`src/rtl/dshot_frame_rx.sv`:
```
`timescale 1ns/1ps
// dshot_frame_rx
//   DShot line receiver. It samples the raw line on the system clock,
//   classifies each bit by its high-time, assembles 16-bit frames and checks
//   the 4-bit CRC. On a good frame it publishes the 11-bit throttle and the
//   telemetry bit. It also flags loss of signal so that the downstream stages
//   force the motors to zero.
//
//   Optional build macro: DSHOT_BIDIR_EN
//     Selects bidirectional DShot: the line idles high and is inverted. The
//     CRC is also inverted. The ports are the same in both builds.
//
// Ports:
//   clk          system clock (CLK_HZ)
//   rst_n        asynchronous active-low reset
//   dshot_in     raw asynchronous DShot line
//   frame_valid  one-cycle pulse: a CRC-good frame was latched
//   throttle     last good throttle value, 0..2047 (0 while signal_lost)
//   telem_req    telemetry bit of the last good frame (0 while signal_lost)
//   crc_err      one-cycle pulse: 16 bits received, but the CRC mismatched
//   signal_lost  level: no good frame within LOSS_CYCLES clocks
module dshot_frame_rx #(
  parameter int unsigned CLK_HZ      = 16000000,
  parameter int unsigned BIT_RATE    = 150000,
  parameter int unsigned LOSS_CYCLES = 1600000
) (
  input  logic        clk,
  input  logic        rst_n,
  input  logic        dshot_in,
  output logic        frame_valid,
  output logic [10:0] throttle,
  output logic        telem_req,
  output logic        crc_err,
  output logic        signal_lost
);

  localparam int unsigned BIT_PERIOD = CLK_HZ / BIT_RATE;
  localparam int unsigned THRESH     = BIT_PERIOD / 2;
  localparam int unsigned MIN_HIGH   = BIT_PERIOD / 8;
  localparam int unsigned TIMEOUT    = 2 * BIT_PERIOD;

  localparam int unsigned CW = $clog2(TIMEOUT + 1);
  localparam logic [CW-1:0] BP_C  = CW'(BIT_PERIOD);
  localparam logic [CW-1:0] TH_C  = CW'(THRESH);
  localparam logic [CW-1:0] MH_C  = CW'(MIN_HIGH);
  localparam logic [CW-1:0] TO_C  = CW'(TIMEOUT);
  localparam logic [CW-1:0] ONE_C = CW'(1);
  localparam logic [23:0] LOSS_LIM = 24'(LOSS_CYCLES - 1);

`ifdef DSHOT_BIDIR_EN
  localparam logic RAW_IDLE = 1'b1;
`else
  localparam logic RAW_IDLE = 1'b0;
`endif

  typedef enum logic [1:0] {S_IDLE, S_HIGH, S_LOW, S_CHECK} state_t;

  state_t        state;
  logic          sync1, sync2, line_prev;
  logic          line_now, rise, fall;
  logic [CW-1:0] high_cnt, low_cnt;
  logic [3:0]    bit_cnt;
  logic [15:0]   shift;
  logic [15:0]   shift_next;
  logic          crc_ok;
  logic [23:0]   loss_cnt;

  function automatic logic [3:0] calc_crc(input logic [11:0] v);
    logic [11:0] x;
    x = v ^ (v >> 4) ^ (v >> 8);
`ifdef DSHOT_BIDIR_EN
    return ~x[3:0];
`else
    return x[3:0];
`endif
  endfunction

  // The line is inverted after the synchronizer in the bidirectional build.
  // Everything downstream therefore sees an idle-low, active-high line.
`ifdef DSHOT_BIDIR_EN
  assign line_now = ~sync2;
`else
  assign line_now = sync2;
`endif

  assign rise       = line_now & ~line_prev;
  assign fall       = ~line_now & line_prev;
  assign shift_next = {shift[14:0], (high_cnt >= TH_C)};
  assign crc_ok     = (calc_crc(shift[15:4]) == shift[3:0]);

  always_ff @(posedge clk or negedge rst_n) begin
    if (!rst_n) begin
      // The synchronizer resets to the idle level. This keeps the
      // bidirectional build from seeing a false edge after reset.
      sync1       <= RAW_IDLE;
      sync2       <= RAW_IDLE;
      line_prev   <= 1'b0;
    end else begin
      sync1       <= dshot_in;
      sync2       <= sync1;
      line_prev   <= line_now;
    end
  end

  always_ff @(posedge clk or negedge rst_n) begin
    if (!rst_n) begin
      state       <= S_IDLE;
      high_cnt    <= '0;
      low_cnt     <= '0;
      bit_cnt     <= '0;
      shift       <= '0;
      frame_valid <= 1'b0;
      crc_err     <= 1'b0;
      throttle    <= '0;
      telem_req   <= 1'b0;
      signal_lost <= 1'b1;
      loss_cnt    <= '0;
    end else begin
      frame_valid <= 1'b0;
      crc_err     <= 1'b0;

      case (state)
        S_IDLE: begin
          bit_cnt <= '0;
          if (rise) begin
            state    <= S_HIGH;
            high_cnt <= ONE_C;
          end
        end

        S_HIGH: begin
          if (fall) begin
            if (high_cnt < MH_C) begin
              state   <= S_IDLE;
              bit_cnt <= '0;
            end else begin
              shift <= shift_next;
              // bit_cnt == 15 here means that this is the 16th bit.
              if (bit_cnt == 4'd15) begin
                state   <= S_CHECK;
                bit_cnt <= '0;
              end else begin
                bit_cnt <= bit_cnt + 4'd1;
                state   <= S_LOW;
                low_cnt <= ONE_C;
              end
            end
          end else if (high_cnt >= BP_C) begin
            state   <= S_IDLE;
            bit_cnt <= '0;
          end else begin
            high_cnt <= high_cnt + ONE_C;
          end
        end

        S_LOW: begin
          if (rise) begin
            state    <= S_HIGH;
            high_cnt <= ONE_C;
          end else if (low_cnt >= TO_C) begin
            state   <= S_IDLE;
            bit_cnt <= '0;
          end else begin
            low_cnt <= low_cnt + ONE_C;
          end
        end

        S_CHECK: begin
          frame_valid <= crc_ok;
          crc_err     <= ~crc_ok;
          state       <= S_IDLE;
          bit_cnt     <= '0;
        end

        default: begin
          state   <= S_IDLE;
          bit_cnt <= '0;
        end
      endcase

      // A good frame takes priority over the loss force. This lets the new
      // values and the cleared signal_lost appear in the same cycle.
      if (state == S_CHECK && crc_ok) begin
        throttle    <= shift[15:5];
        telem_req   <= shift[4];
        signal_lost <= 1'b0;
        loss_cnt    <= '0;
      end else begin
        if (loss_cnt != '1) begin
          loss_cnt <= loss_cnt + 24'd1;
        end
        if (loss_cnt >= LOSS_LIM) begin
          signal_lost <= 1'b1;
          throttle    <= '0;
          telem_req   <= 1'b0;
        end
      end
    end
  end

endmodule

```
`config.mk`:
```
export PLATFORM = sky130hd
export DESIGN_NAME = dshot_frame_rx
export DESIGN_NICKNAME = d
export VERILOG_FILES = /design/src/rtl/dshot_frame_rx.sv
export SDC_FILE = /design/constraint.sdc
export NUM_CORES = 1
export LEC_CHECK = 0
export BUFFER_PORTS_ARGS = -buffer_cell sky130_fd_sc_hd__buf_2
export CAP_MARGIN = 25
export CORE_ASPECT_RATIO = 0.9
export CORE_MARGIN = 5
export CORE_UTILIZATION = 50
export DETAILED_ROUTE_END_ITERATION = 8
export GPL_ROUTABILITY_DRIVEN = 0
export GPL_TIMING_DRIVEN = 0
export PLACE_DENSITY = 0.7
export SYNTH_ARGS = -nofsm -noshare
export SYNTH_HDL_FRONTEND = slang
export SYNTH_SLANG_ARGS = --single-unit
```
`constraint.sdc`:
```
create_clock -name clk -period 3.7 [get_ports clk]
set_clock_uncertainty 0.1 [all_clocks]
set_input_delay 0.185 -clock clk [delete_from_list [all_inputs] [get_ports clk]]
set_output_delay 0.185 -clock clk [all_outputs]
set_load 0.005 [all_outputs]
```
==> flow_metrics.tcl <==
set metrics [dict create \
    maxSlewViolCount 0 \
    num_rows 30 \
    wl_met3_um 248 \
    fin_setup_tns_ns 0 \
    finalNetCount 412 \
    p_per_area_nw_per_um2 424.3 \
    grt_max_degree 67 \
    holdCritPathClass "input pin to async pin" \
    post_cts_buffers 0 \
    tritoncts "built" \
    cts.sinks 80 \
    netlist_instances 370 \
    placed_area_um2 4167 \
    firstDrtPassIters 4 \
    critPathLaunch "high_cnt[0]" \
    cts-root-buf "clkbuf_8" \
    clockPowerShare_pct 30.3 \
    critPathMaxFanout 10 \
    start_util_pct 51.59 \
    met2WireLength_mm 3.286 \
    ant_nets 0 \
    synthArstFlopShare_pct 100.0 \
    ff2ff_path_depth 6 \
    yosysSeqAreaShare_pct 50.95 \
    topRoutingLayerUsed "met4" \
    cp_data_arrival_time_ns 2.68 \
    comb_power_share_pct 14.6 \
    cts_made_buffers 9 \
    pre_cts_ws_ns 1.147 \
    die_w_um 103.5 \
    synth_edf_count 0 \
    criticalPathCategory "flop to flop" \
    cp-end-kind "flop" \
    core_area_um2 7620 \
    drtIter0Drc 85 \
    clockBufferDepth 2 \
    relSlewSlack_pct 57.62 \
    grt_use_total_pct 16.18 \
    drv_cap 0 \
    fmax_mhz 393.9 \
    die-area_um2 9738 \
    htree_levels 3 \
    timing_hold_violations_final 0 \
    overflow 0 \
    layout-drive-gt1-share_pct 18.47 \
    switching_power_uw 535.1 \
    drc 0 \
    num_antenna_cells 0 \
    ys_types 50 \
    finalSetupViolCount 0 \
    syn_area_um2 3931 \
    cts_resized 0 \
    via_per_inst 5.460 \
    met1Wirelength_mm 3.579 \
    ir_drop_v 0.0002825 \
    power_uw 1849 \
    r2r_start "high_cnt[0]" \
    start_kind "flop" \
    ys_ff_latch 80 \
    rsz0062_at_grt "no" \
    fin_crit_sh_pct 68.62 \
    mostFrequentLayoutCell "dfrtp_1" \
    cts_hold_buf 2 \
    clk_pin_slew_ns 0.08 \
    clk_latency_ns 0.35 \
    pwr-share-seq_pct 55.1 \
    internal-power_uw 1314 \
    required_ns 3.84 \
    wl_per_cell_um 14.33 \
    port_buffers 17 \
    dpl.hpwl_mm 4.964 \
    ys.flop_type "dfrtp_1" \
    r2r_slack_ns 1.16 \
    via_count 2741 \
    leakagePower_uw 0.002045 \
    mostFrequentLayoutCells "79 x dfrtp_1, 31 x xnor2_1, 31 x nor2_1, 27 x nand2_1, 27 x mux2_2" \
    avgSynthCellArea_um2 10.63 \
    finalWirelength_mm 7.194 \
    grt_pass1_wl_mm 12.38 \
    worst_pin_slew_ns 0.6319 \
    grt_antenna_before_repair 0 \
    status "completed" \
    r2r_end "shift[11]" \
    synth_nets 381 \
    fin_area_um2 4358 \
    holdWs_ns 0.1288 \
    grt_pass1_vias 2634 \
    io_pins 18 \
    final.min_clock_period_ns 2.539 \
    layout_setup_ws_ns 1.161 \
    fp.dieH_um 94.12 \
    area_delta_synth_final_pct 10.85 \
    yosys_warnings 0 \
    swShare_pct 28.94 \
]
==> sequential cells by signal, summed over array words and instances (netlist names), 2 cells and up <==
register / cells
bit_cnt: 4
high_cnt: 8
loss_cnt: 24
low_cnt: 8
shift: 16
state: 2
throttle: 11
==> cell usage after synthesis, types with 3 or more instances <==
| cell type | instances | area (um2) |
|---|---|---|
| nand4_1 | 6 | 37.54 |
| a31oi_1 | 4 | 25.02 |
| buf_2 | 5 | 25.02 |
| dfrtp_1 | 79 | 1977 |
| o21ai_0 | 7 | 35.03 |
| o31ai_1 | 3 | 22.52 |
| ha_1 | 8 | 100.1 |
| a211o_1 | 3 | 26.28 |
| and3_1 | 18 | 112.6 |
| mux2_2 | 27 | 304.0 |
| nand3_1 | 17 | 85.08 |
| nor4_1 | 7 | 43.79 |
| and2_1 | 6 | 37.54 |
| nor2_1 | 31 | 116.4 |
| xor2_1 | 5 | 43.79 |
| nor3_1 | 12 | 60.06 |
| or3_1 | 5 | 31.28 |
| clkbuf_1 | 4 | 15.01 |
| a211oi_1 | 4 | 30.03 |
| a21oi_1 | 15 | 75.07 |
| nand2b_1 | 4 | 25.02 |
| xnor2_1 | 31 | 271.5 |
| inv_1 | 9 | 33.78 |
| nand2_1 | 27 | 101.4 |
==> area by class of cell <==
class                   count  area [um2]
inverters                   9       33.78
plain buffers              13       71.32
clock inverters             6       43.79
fillers                   634        3262
well taps                  96       120.1
flip-flops and latches     80        2003
multi-input cells         268        1823
repair buffers             20       135.1
clock buffers              10       127.6
==> power by group through the flow <==
stage	clock, uW	combinational [uW]	sequential [uW]
after floorplan	0	207	1020
after global placement	0	257	1030
after detailed placement	0	271	1030
after CTS	588	275	1020
after global routing	620	312	1030
final	561	270	1020
==> through the flow <==
step,util (%),instances
final,57.19,502
after global routing,57.19,502
after CTS,57.19,502
after detailed placement,54.68,484
after global placement,54.29,483
after floorplan,-,370
==> routing by layer <==
| layer | vias up | GRT usage, % |
|---|---|---|
| met3 | 11 | 5.568 |
| li1 | 1370 | - |
| met5 | - | 0 |
| met4 | 0 | 4.099 |
| met1 | 1331 | 21.60 |
| met2 | 29 | 25.11 |
==> how the worst max path moves through the flow <==
stage                      to  slack [ns]
floorplan           shift[11]        1.58
global placement    shift[12]        1.19
detailed placement  shift[11]        1.15
CTS                 shift[11]        1.12
global route        shift[13]        0.90
finish              shift[11]        1.16
==> cell families (layout without fill, tap and decap cells) <==
group                    Yosys count  in the layout  synth area share, %
flip-flops                        80             80                50.96
AO/OA/AOI/OAI                     46             46                7.702
multiplexers                      28             28                7.989
buffers and inverters             22             58                2.673
adder cells (fa/ha/maj)            8              8                2.546
AND/OR/NAND/NOR                  150            150                20.11
XOR/XNOR                          36             36                8.020
==> critical path: stages, from the launching register on <==
cell and delay [ns]:
dfrtp_1 0.44, inv_1 0.08, ha_1 0.21, nand3b_1 0.16, a211oi_1 0.58, clkbuf_1 0.46
mux2_2 0.39
Power figures use the tool's default switching activity.
